`config.mk`:
```
export PLATFORM = sky130hd
export DESIGN_NAME = uart_rx_frame_assembler
export DESIGN_NICKNAME = d
export VERILOG_FILES = /design/src/rtl/uart_frame_pkg.sv /design/src/rtl/frame_timeout_counter.sv /design/src/rtl/uart_rx_frame_assembler.sv
export SDC_FILE = /design/constraint.sdc
export NUM_CORES = 1
export LEC_CHECK = 0
export CAP_MARGIN = 20
export CORE_MARGIN = 10
export CORE_UTILIZATION = 46
export DETAILED_ROUTE_END_ITERATION = 8
export GPL_ROUTABILITY_DRIVEN = 0
export PLACE_DENSITY = 0.68
export SLEW_MARGIN = 20
export SYNTH_ARGS = -nofsm -noshare
export SYNTH_HDL_FRONTEND = slang
export SYNTH_HIERARCHICAL = 1
export SYNTH_SLANG_ARGS = --single-unit
```
`constraint.sdc`:
```
create_clock -name clk -period 6.4 [get_ports clk]
set_clock_uncertainty 0.05 [all_clocks]
set_input_delay 0.96 -clock clk [delete_from_list [all_inputs] [get_ports clk]]
set_output_delay 0.96 -clock clk [all_outputs]
set_load 0.01 [all_outputs]
```
`src/rtl/uart_frame_pkg.sv`:
```
// Shared encodings for the UART frame assembler: FSM states, error codes, default framing constants.
package uart_frame_pkg;

  typedef enum logic [1:0] {
    HUNT     = 2'd0,
    PAYLOAD  = 2'd1,
    CHECKSUM = 2'd2,
    HOLD     = 2'd3
  } state_t;

  typedef enum logic [1:0] {
    ERR_NONE     = 2'b00,
    ERR_CHECKSUM = 2'b01,
    ERR_TIMEOUT  = 2'b10,
    ERR_OVERRUN  = 2'b11
  } err_t;

  localparam logic [7:0]  DEFAULT_SYNC_BYTE    = 8'hA5;
  localparam int unsigned DEFAULT_FRAME_LENGTH = 784;

endpackage

```
`src/rtl/frame_timeout_counter.sv`:
```
// Inter-byte watchdog: counts enabled cycles since the last clear, strobes terminal at LIMIT-1.
module frame_timeout_counter #(
  parameter int unsigned LIMIT = 1000000
) (
  input  logic clk,
  input  logic reset,
  input  logic clear,
  input  logic enable,
  output logic terminal
);

  localparam int W = (LIMIT > 2) ? $clog2(LIMIT) : 1;

  logic [W-1:0] count;

  assign terminal = enable && !clear && (count == W'(LIMIT - 1));

  always_ff @(posedge clk or negedge reset) begin
    if (!reset) begin
      count <= '0;
    end else if (clear || terminal) begin
      count <= '0;
    end else if (enable) begin
      count <= count + 1'b1;
    end
  end

endmodule

```
`src/rtl/uart_rx_frame_assembler.sv`:
```
// Hunts for a sync byte, writes FRAME_LENGTH pixels to RAM, verifies the checksum and holds the frame until acked.
// Optional inter-byte watchdog enabled by the FRAME_TIMEOUT_EN macro.
module uart_rx_frame_assembler
  import uart_frame_pkg::*;
#(
  parameter int unsigned NUMBER_OF_DATA_BITS = 8,
  parameter int unsigned FRAME_LENGTH        = DEFAULT_FRAME_LENGTH,
  parameter int unsigned ADDR_WIDTH          = 10,
  parameter logic [NUMBER_OF_DATA_BITS-1:0] SYNC_BYTE = DEFAULT_SYNC_BYTE,
  parameter int unsigned TIMEOUT_CYCLES      = 32'd1000000
) (
  input  logic                           clk,
  input  logic                           reset,
  input  logic [NUMBER_OF_DATA_BITS-1:0] rx_data,
  input  logic                           rx_done_tick,
  output logic                           pixel_wr_en,
  output logic [ADDR_WIDTH-1:0]          pixel_wr_addr,
  output logic [NUMBER_OF_DATA_BITS-1:0] pixel_wr_data,
  output logic                           frame_valid,
  input  logic                           frame_ack,
  output logic                           frame_error_tick,
  output logic [1:0]                     error_code,
  output logic                           busy
);

  if (((64'd1 << ADDR_WIDTH) < 64'(FRAME_LENGTH)) || (TIMEOUT_CYCLES < 2)) begin : g_bad_params
    $error("uart_rx_frame_assembler: ADDR_WIDTH too small for FRAME_LENGTH or TIMEOUT_CYCLES < 2");
  end

  localparam logic [ADDR_WIDTH-1:0] LAST_ADDR = ADDR_WIDTH'(FRAME_LENGTH - 1);

  state_t                         state;
  logic [ADDR_WIDTH-1:0]          byte_cnt;
  logic [NUMBER_OF_DATA_BITS-1:0] sum;
  logic [NUMBER_OF_DATA_BITS-1:0] sum_next;
  logic                           timeout;

  assign sum_next = sum + rx_data;

`ifdef FRAME_TIMEOUT_EN
  logic in_frame;
  assign in_frame = (state == PAYLOAD) || (state == CHECKSUM);

  // Held in clear outside a frame so every frame starts with a fresh budget.
  frame_timeout_counter #(
    .LIMIT(TIMEOUT_CYCLES)
  ) u_timeout (
    .clk     (clk),
    .reset   (reset),
    .clear   (rx_done_tick || !in_frame),
    .enable  (in_frame),
    .terminal(timeout)
  );
`else
  assign timeout = 1'b0;
`endif

  always_ff @(posedge clk or negedge reset) begin
    if (!reset) begin
      state            <= HUNT;
      byte_cnt         <= '0;
      sum              <= '0;
      pixel_wr_en      <= 1'b0;
      pixel_wr_addr    <= '0;
      pixel_wr_data    <= '0;
      frame_valid      <= 1'b0;
      frame_error_tick <= 1'b0;
      error_code       <= ERR_NONE;
      busy             <= 1'b0;
    end else begin
      pixel_wr_en      <= 1'b0;
      frame_error_tick <= 1'b0;
      case (state)
        HUNT: begin
          if (rx_done_tick && rx_data == SYNC_BYTE) begin
            byte_cnt <= '0;
            sum      <= '0;
            busy     <= 1'b1;
            state    <= PAYLOAD;
          end
        end
        PAYLOAD: begin
          if (rx_done_tick) begin
            pixel_wr_en   <= 1'b1;
            pixel_wr_addr <= byte_cnt;
            pixel_wr_data <= rx_data;
            sum           <= sum_next;
            if (byte_cnt == LAST_ADDR) begin
              state <= CHECKSUM;
            end else begin
              byte_cnt <= byte_cnt + 1'b1;
            end
          end else if (timeout) begin
            frame_error_tick <= 1'b1;
            error_code       <= ERR_TIMEOUT;
            busy             <= 1'b0;
            state            <= HUNT;
          end
        end
        CHECKSUM: begin
          if (rx_done_tick) begin
            busy <= 1'b0;
            if (sum_next == '0) begin
              frame_valid <= 1'b1;
              state       <= HOLD;
            end else begin
              frame_error_tick <= 1'b1;
              error_code       <= ERR_CHECKSUM;
              state            <= HUNT;
            end
          end else if (timeout) begin
            frame_error_tick <= 1'b1;
            error_code       <= ERR_TIMEOUT;
            busy             <= 1'b0;
            state            <= HUNT;
          end
        end
        HOLD: begin
          // A byte here is always dropped, even when the ack lands in the same cycle.
          if (rx_done_tick) begin
            frame_error_tick <= 1'b1;
            error_code       <= ERR_OVERRUN;
          end
          if (frame_ack) begin
            frame_valid <= 1'b0;
            state       <= HUNT;
          end
        end
        default: state <= HUNT;
      endcase
    end
  end

endmodule

```
======== Word level (Yosys, flattened, before mapping) ========
Cells that the tools add are included.
storage, ports and cells
  register bits after elaboration ......... 44
  bits of input ports ..................... 12
  output and inout bits ................... 24
  logic and storage cells ................. 69
cells by class
  $add $sub $neg .......................... 2
  equality and inequality tests ........... 14
  mux-type cells .......................... 30
  reduce and logical (&&, ||, !) cells .... 13
operators with widths
  operator               number
  $mux 10                3
  $pmux 10 s2            1
  $mux 2                 9
  $ne 2x2->1 const B     9
  $mux 8                 2
  $pmux 8 s2             1
  $reduce_and 4->1       3
  $add 10x1->10 const B  1
  $eq 10x10->1 const B   1
  $mux 1                 9
  $add 8x8->8            1
  $eq 8x8->1 const B     1
  $logic_not 8->1        1
  $pmux 2 s4             1
  $pmux 1 s2             3
  $reduce_and 3->1       2
  $reduce_bool 2->1      3
  $reduce_and 5->1       1
  $eq 2x2->1 const B     2
  $pmux 2 s2             1
  $eq 2x1->1 const B     1
  $logic_not 2->1        1
  $reduce_and 2->1       1
  $logic_and 1x1->1      1

======== Longest topological paths before layout ========
Gate-level depths: netlist (run 1).
  depth in word-level cells ............... 5
  depth in mapped cells ................... 7
  depth with buffers taken out ............ 7

======== Worst setup path before layout (run 1) ========
No wires, ideal clock.
  path kind ............................... input port to flip-flop
  start ................................... in rx_data[0]
  end ..................................... reg state[1]
  setup time .............................. 0.067 ns
  data arrival time ....................... 2.642 ns
  data required time ...................... 6.283 ns
  setup slack ............................. 3.642 ns
  cell stages on the path ................. 7
  path buffers ............................ 0
  cell sequence ........................... ha_1 fa_1 a211o_1 a21o_1 a221oi_2 o211a_1 a41o_1
on the way
  longest elaborated chain between the ends .. 5
  elaborated cells between the ends (all ways) .. 9
  those cells by class .................... 1 x add/sub; 2 x eq/ne; 3 x mux; 3 x reduce/logical
ends and longest elaborated chain
  what                  RTL line                        RTL
  start, declared       uart_rx_frame_assembler.sv:14   input logic [NUMBER_OF_DATA_BITS-1:0] rx_data,
  $add 8x8->8           uart_rx_frame_assembler.sv:38   assign sum_next = sum + rx_data;
  $logic_not 8->1       uart_rx_frame_assembler.sv:103  if (sum_next == '0) begin
  $mux 2                uart_rx_frame_assembler.sv:103
  $mux 2                uart_rx_frame_assembler.sv:101  if (rx_done_tick) begin
  $pmux 2 s4            uart_rx_frame_assembler.sv:73   case (state)
  end signal, assigned  uart_rx_frame_assembler.sv:79   state <= PAYLOAD;
  end signal, assigned  uart_rx_frame_assembler.sv:105  state <= HOLD;
  end signal, assigned  uart_rx_frame_assembler.sv:109  state <= HUNT;
  end, declared         uart_rx_frame_assembler.sv:32   state_t state;
Several ways; a longest one is shown, not always the timed one. The select of a mux whose other input is x is not followed.
A chain may end at the register's enable or synchronous reset.

======== Final worst setup path (run 1) ========
  start ................................... in rx_data[0]
  end ..................................... reg error_code[1]
on the way
  longest elaborated chain between the ends .. 4
ends and longest elaborated chain
  what                        RTL line                        RTL
  $add 8x8->8                 uart_rx_frame_assembler.sv:38
  $logic_not 8->1             uart_rx_frame_assembler.sv:103
  $ne 2x2->1 (no line)        -
  $reduce_and 4->1 (no line)  -
  end signal, assigned        uart_rx_frame_assembler.sv:108  error_code <= ERR_CHECKSUM;
  end signal, assigned        uart_rx_frame_assembler.sv:113  error_code <= ERR_TIMEOUT;
  end signal, assigned        uart_rx_frame_assembler.sv:122  error_code <= ERR_OVERRUN;
  end, declared               uart_rx_frame_assembler.sv:22   output logic [1:0] error_code,
No other way between the ends.

==> impl_metrics.csv, run 1 <==
group,metric,value,unit
grt,grt_first_pass_wirelength,9.49,mm
yosys,synth_cells,254,
status,status,"finished, final reports clean",
detailed_routing,met1Wirelength,2.70,mm
clock_tree,cts_buffer_depth,2,
timing,final_max_slew_viol_count,0,
detailed_routing,num_vias,1918,
grt,antenna_found_initial,0,
clock_tree,htreeDepth,2,
setup_path,critPathArrivalTime,3.28,ns
yosys,synth_cell_types,61,
min_path,whs_endpoint,"pixel_wr_addr[0]$_DFFE_PN0P_",
floorplan,core-area,0.00504,sq mm
setup_path,r2r_start,"sum[0]$_DFFE_PN0P_",
timing,finalSetupViolations,0,
detailed_routing,wirelength,5.64,mm
yosys,yosysTopAreaCellShare,0.465,
min_path,worst_hold_path_type,"reg2reg",
finish,syn_to_final_growth,23.2,%
yosys,syn_area_per_cell,9.33,sq um
setup_path,crit_buf_inv,1,
detailed_routing,via_per_inst,5.33,
detailed_routing,drt-pass1-iter-count,4,
timing,fin_tns_setup,0,ns
finish,layout_commonest_cell,"nand2_1",
min_path,hold_start,"pixel_wr_addr[0]$_DFFE_PN0P_",
min_path,min_path_cells,2,
setup_path,r2r-end,"error_code[1]$_DFFE_PN0P_",
pwr,p_leak,1.32,nW
finish,instances_no_fill,360,
detailed_routing,wl_met2,2.63,mm
pwr,power.density,353,mW/mm^2
setup_path,cp_top_family,"compound AO/OA/AOI/OAI gates",
clock_tree,cts_root_buffer,"clkbuf_8",
detailed_routing,top_layer,"met4",
yosys,ys.flop_type,"dfrtp_1",
clock_tree,cts.clk_slew.worst_paths,0.09,ns
yosys,ys_ff_latch,44,
run,drv_cap,0,
pwr,ir_drop,121,uV
setup_path,path_cells,"clkdlybuf4s50_1 -> ha_1 -> fa_1 -> a211o_1 -> a21o_1 -> a221oi_2 -> o211ai_1 -> o21ai_0",
finish,fillers,465,
timing,period_share,0.486,
yosys,yosysTopAreaCell,"dfrtp_1",
yosys,synth-async-reset-ratio,1.00,
grt,grt_max_degree,45,
floorplan,initial_core_util,0.470,
yosys,yosys-top-cells-area,"dfrtp_1, nand2_1, ha_1, o21ai_0, a21oi_1",
setup_path,worst-setup-path-type,"in2reg",
yosys,synth-seq-area-share,0.465,
floorplan,die_h,91.8,um
setup_path,crit_path_top_delay_cell,"clkdlybuf4s50_1",
detailed_routing,wl_per_cell,15.7,um
detailed_routing,drtIter0Drc,75,
yosys,synth_edf_count,0,
grt,grt_overflow,0,
timing,worstMarginPinSlew,0.663,ns
setup_path,r2r_slack,4.04,ns
finish,n_antenna_cell,0,
grt,track_usage,0.136,
timing,hold_viol,0,
setup_path,startpoint_type,"input pin",
grt,grt_pass1_vias,1877,
placement,dpl.cell_count,351,
setup_path,cp.required,6.56,ns
timing,relSlewSlack,0.557,
setup_path,reg2regPathDepth,7,
clock_tree,cts_setup_buffers,0,
finish,drive_gt1_frac,0.0897,
clock_tree,clock_latency,0.29,ns
timing,fmaxAchievable,321,MHz
detailed_routing,drtAntennaViolNets,0,
clock_tree,numCtsBuffers,5,
finish,mostFrequentLayoutCells,"nand2_1, dfrtp_1, clkdlybuf4s50_1, o21ai_0, nor2_1",
placement,io_buffer_count,35,
floorplan,io-pin-count,36,
finish,finalNetCount,310,
placement,dp_hpwl,4.07,mm
setup_path,worstPathMaxFanout,4,
clock_tree,cts.sinks,44,
setup_path,cp-end-kind,"flip-flop",
yosys,syn_area,0.00237,sq mm
detailed_routing,wl_met3,274,um
clock_tree,cts_hold_buf,0,
clock_tree,cts_tree,"done",
timing,rsz0062_at_grt,"no",
yosys,ys_warn_count,6,
floorplan,dieArea,0.00842,sq mm
floorplan,die_width,91.8,um
setup_path,cpPeakStageDelay,0.45,ns
floorplan,rows,26,
detailed_routing,drc,0,
timing,fin_crit,3.11,ns
yosys,synth_nets,275,
clock_tree,cts_resized,0,
state kept, by name, summed over array words and instances, names as in the netlist:
| signal | flops |
|---|---|
| busy | 1 |
| pixel_wr_data | 8 |
| pixel_wr_addr | 10 |
| byte_cnt | 10 |
| frame_valid | 1 |
| error_code | 2 |
| sum | 8 |
| pixel_wr_en | 1 |
| state | 2 |
| frame_error_tick | 1 |
how the worst max path moves through the flow:
stage / from / endpoint / slack (ns) / cells after the start
5_1_grt: rx_data[0] / error_code[1]$_DFFE_PN0P_ / 3.18 / 8
4_1_cts: rx_data[0] / error_code[1]$_DFFE_PN0P_ / 3.31 / 8
6_report: rx_data[0] / error_code[1]$_DFFE_PN0P_ / 3.29 / 8
3_5_place_dp: rx_data[0] / error_code[1]$_DFFE_PN0P_ / 2.99 / 8
3_3_place_gp: rx_data[0] / state[1]$_DFFE_PN0P_ / 3.06 / 8
2_1_floorplan: rx_data[0] / state[1]$_DFFE_PN0P_ / 3.64 / 7
where the power goes:
group / total [mW] / leakage (nW) / switching, mW / internal (mW)
combinational: 0.409 / 0.699 / 0.214 / 0.195
clock: 0.224 / 0.0548 / 0.106 / 0.118
sequential: 0.397 / 0.564 / 0.0486 / 0.348
total: 1.03 / 1.32 / 0.368 / 0.661
cell usage after synthesis, types with 2 or more instances:
| master | instances |
|---|---|
| xnor2_1 | 4 |
| ha_1 | 8 |
| nand4_1 | 4 |
| o21ai_0 | 12 |
| a21oi_1 | 9 |
| nand2b_1 | 2 |
| o22ai_1 | 3 |
| a211oi_2 | 2 |
| nor2_1 | 10 |
| or3_1 | 3 |
| nand2_1 | 73 |
| nor3_1 | 2 |
| nor2b_1 | 3 |
| a31oi_1 | 4 |
| buf_2 | 4 |
| nor4b_1 | 2 |
| o21a_1 | 2 |
| clkbuf_1 | 5 |
| nor3b_1 | 2 |
| nand3_1 | 5 |
| and3_1 | 3 |
| inv_1 | 6 |
| o21ai_1 | 3 |
| dfrtp_1 | 44 |
| a211o_1 | 2 |
| and2_1 | 2 |
stage by stage:
| stage | hold slack [ns] | util | power, mW | setup WS (ns) | area [sq um] |
|---|---|---|---|---|---|
| floorplan | 0.434 | - | 0.660 | 3.64 | 2370 |
| global placement | 0.410 | 0.550 | 0.809 | 3.06 | 2770 |
| detailed placement | 0.411 | 0.550 | 0.811 | 2.99 | 2770 |
| CTS | 0.433 | 0.572 | 1.03 | 3.31 | 2890 |
| global route | 0.462 | 0.579 | 1.10 | 3.18 | 2920 |
| finish | 0.427 | 0.579 | 1.03 | 3.29 | 2920 |
tightest hold or removal path: stages (launching register included):
cell     delay, ns
dfrtp_1       0.35
nand2_1       0.05
nand2_1       0.05
cell families (layout without fill, tap and decap cells):
logic type                 count (synthesis)  after routing  synth area share
DFF                                       44             44             0.465
adders and majority gates                  9              9            0.0507
AOI/OAI and AO/OA                         54             54             0.172
xor gates and xnor gates                   5              5            0.0185
buffers and inverters                     16             52            0.0280
muxes                                      2              2           0.00898
and+or+nand+nor                          124            124             0.258
layout make-up:
cell class              count  area [sq um]  area share
clock buffers               5          68.8      0.0236
repair buffers             37           380       0.130
well taps                  70          87.6      0.0300
clock inverters             3          46.3      0.0159
flip-flops and latches     44          1100       0.377
inverters                   7          27.5     0.00943
multi-input cells         194          1210       0.414
layer usage:
metal  global-route usage  up-vias
li1                     -      974
met2                0.215       37
met4               0.0373        0
met3               0.0375        4
met5                    0        -
met1                0.180      903
Power figures use the tool's default switching activity.
==> run 2, diff against run 1 <==
==> constraint.sdc (replaced) <==
create_clock -name clk -period 2.9 [get_ports clk]
set_clock_uncertainty 0.05 [all_clocks]
set_input_delay 0.435 -clock clk [delete_from_list [all_inputs] [get_ports clk]]
set_output_delay 0.435 -clock clk [all_outputs]
set_load 0.01 [all_outputs]
==> impl_metrics.csv, run 2 (same netlist as run 1, synthesis figures left out) <==
group,metric,value,unit
clock_tree,cts_tree,"done",
pwr,power.density,775,mW/mm^2
finish,fillers,463,
setup_path,cp-end-kind,"flip-flop",
placement,dp_hpwl,4.35,mm
clock_tree,numCtsBuffers,5,
timing,period_share,0.882,
floorplan,die_width,91.8,um
pwr,p_clk_frac,0.214,
finish,syn_to_final_growth,23.4,%
timing,fin_crit,2.56,ns
status,status,"finished, final reports clean",
timing,worstMarginPinSlew,0.982,ns
finish,reg_top3,"byte_cnt x10, pixel_wr_addr x10",
pwr,p_int,1.46,mW
timing,worst_slack,0.343,ns
setup_path,critPathArrivalTime,2.75,ns
pwr,p_sw_frac,0.357,
detailed_routing,drc,0,
finish,finalNetCount,314,
placement,io_buffer_count,35,
grt,track_usage,0.140,
floorplan,rows,26,
setup_path,r2r-end,"state[1]$_DFFE_PN0P_",
setup_path,startpoint_type,"input pin",
clock_tree,clock_latency,0.30,ns
floorplan,dieArea,0.00842,sq mm
grt,antenna_found_initial,0,
timing,finalSetupViolations,0,
pwr,finalPower,2.27,mW
setup_path,path_cells,"clkdlybuf4s50_1 -> ha_1 -> fa_1 -> a211o_1 -> a21o_1 -> a221oi_2 -> o211a_1 -> a41o_1",
timing,fin_tns_setup,0,ns
setup_path,r2r_slack,0.57,ns
setup_path,cpPeakStageDelay,0.45,ns
floorplan,io-pin-count,36,
finish,layout_commonest_cell,"nand2_1",
detailed_routing,wl_per_cell,16.0,um
placement,dpl.cell_count,356,
floorplan,core-area,0.00504,sq mm
finish,drive_gt1_frac,0.102,
floorplan,initial_core_util,0.470,
run,drv_cap,0,
clock_tree,htreeDepth,2,
finish,n_antenna_cell,0,
grt,grt_max_degree,45,
clock_tree,cts_root_buffer,"clkbuf_8",
setup_path,worst-setup-path-type,"in2reg",
pwr,p_sw,809,uW
timing,hold_viol,0,
placement,dpl_worst_slack,0.00613,ns
detailed_routing,wirelength,5.82,mm
floorplan,die_h,91.8,um
detailed_routing,drt-pass1-iter-count,4,
pwr,power_frac_comb,0.399,
pwr,p_leak,1.34,nW
finish,instances_no_fill,364,
setup_path,reg2regPathDepth,7,
pwr,seqPwrFrac,0.387,
timing,final_max_slew_viol_count,0,
pwr,ir_drop,299,uV
clock_tree,cts_setup_buffers,0,
clock_tree,cts_buffer_depth,2,
timing,rsz0062_at_grt,"no",
grt,grt_first_pass_wirelength,9.79,mm
timing,fmaxAchievable,391,MHz
detailed_routing,drtIter0Drc,95,
detailed_routing,via_per_inst,5.45,
timing,relSlewSlack,0.346,
clock_tree,cts_resized,0,
setup_path,worstPathMaxFanout,4,
clock_tree,cts.clk_slew.worst_paths,0.09,ns
grt,grt_pass1_vias,1959,
min_path,worst_hold_path_type,"in2async",
detailed_routing,drtAntennaViolNets,0,
setup_path,crit_path_top_delay_cell,"clkdlybuf4s50_1",
setup_path,cp.required,3.09,ns
grt,grt_overflow,0,
detailed_routing,num_vias,1984,
clock_tree,cts_hold_buf,0,
setup_path,r2r_start,"sum[0]$_DFFE_PN0P_",
clock_tree,cts.sinks,44,
finish,mostFrequentLayoutCells,"nand2_1, dfrtp_1, clkdlybuf4s50_1, o21ai_0, nor2_1",
run 2: changes by cell type in the layout (fill, tap and decap cells not counted), sizes merged:
cell	before	now
buf	3	7
clkinv	1	3
clkinvlp	1	0
inv	7	6
run 2: how the worst max path moves through the flow:
stage / from / to
after floorplan: rx_data[0] / state[1]$_DFFE_PN0P_
after global placement: rx_data[0] / state[1]$_DFFE_PN0P_
after detailed placement: rx_data[0] / error_code[1]$_DFFE_PN0P_
after CTS: rx_data[0] / error_code[1]$_DFFE_PN0P_
after global routing: rx_data[0] / error_code[1]$_DFFE_PN0P_
final: rx_data[0] / state[1]$_DFFE_PN0P_
run 2: critical path, delay by kind of cell:
| family | cells | cell delay, ns |
|---|---|---|
| compound gates | 5 | 1.19 |
| fa+ha+maj | 2 | 0.66 |
| buf+inv | 1 | 0.45 |
run 2: power by group through the flow:
stage / Combinational, mW / Sequential (mW) / Clock (mW)
after CTS: 0.912 / 0.878 / 0.501
after detailed placement: 0.909 / 0.891 / 0
after global routing: 1.02 / 0.902 / 0.520
after floorplan: 0.551 / 0.905 / 0
after global placement: 0.896 / 0.885 / 0
final: 0.906 / 0.878 / 0.485
run 2: through the flow:
stage / util / hold slack (ns) / instance area [sq um]
floorplan: - / 0.0894 / 2370
global placement: 0.557 / 0.410 / 2810
detailed placement: 0.557 / 0.412 / 2810
CTS: 0.580 / 0.275 / 2930
global route: 0.580 / 0.306 / 2930
finish: 0.580 / 0.231 / 2930
run 2: cell type report:
| type | instances | area [sq um] | share of cell area |
|---|---|---|---|
| flip-flops and latches | 44 | 1100 | 0.376 |
| clock buffers | 5 | 68.8 | 0.0235 |
| inverters | 7 | 27.5 | 0.00941 |
| clock inverters | 3 | 47.5 | 0.0163 |
| repair buffers | 41 | 390 | 0.133 |
| well taps | 70 | 87.6 | 0.0299 |
| multi-input cells | 194 | 1200 | 0.411 |
run 2: per-layer routing:
metal  part of all wire  vias up  wire length (um)  track usage
met5                  0        -                 0            0
met4              0.011        0                63       0.0411
met3              0.060        5               352       0.0375
met2               0.47       54              2720        0.227
met1               0.46      959              2690        0.179
li1                   -      966                 -            -
==> run 3, diff against run 2 <==
--- a/config.mk
+++ b/config.mk
@@ -16,3 +16,4 @@
 export SYNTH_HDL_FRONTEND = slang
 export SYNTH_HIERARCHICAL = 1
 export SYNTH_SLANG_ARGS = --single-unit
+export TNS_END_PERCENT = 20
==> results of run 3 <==
Same layout as run 2: the final DEF is identical, and so are final timing and power.
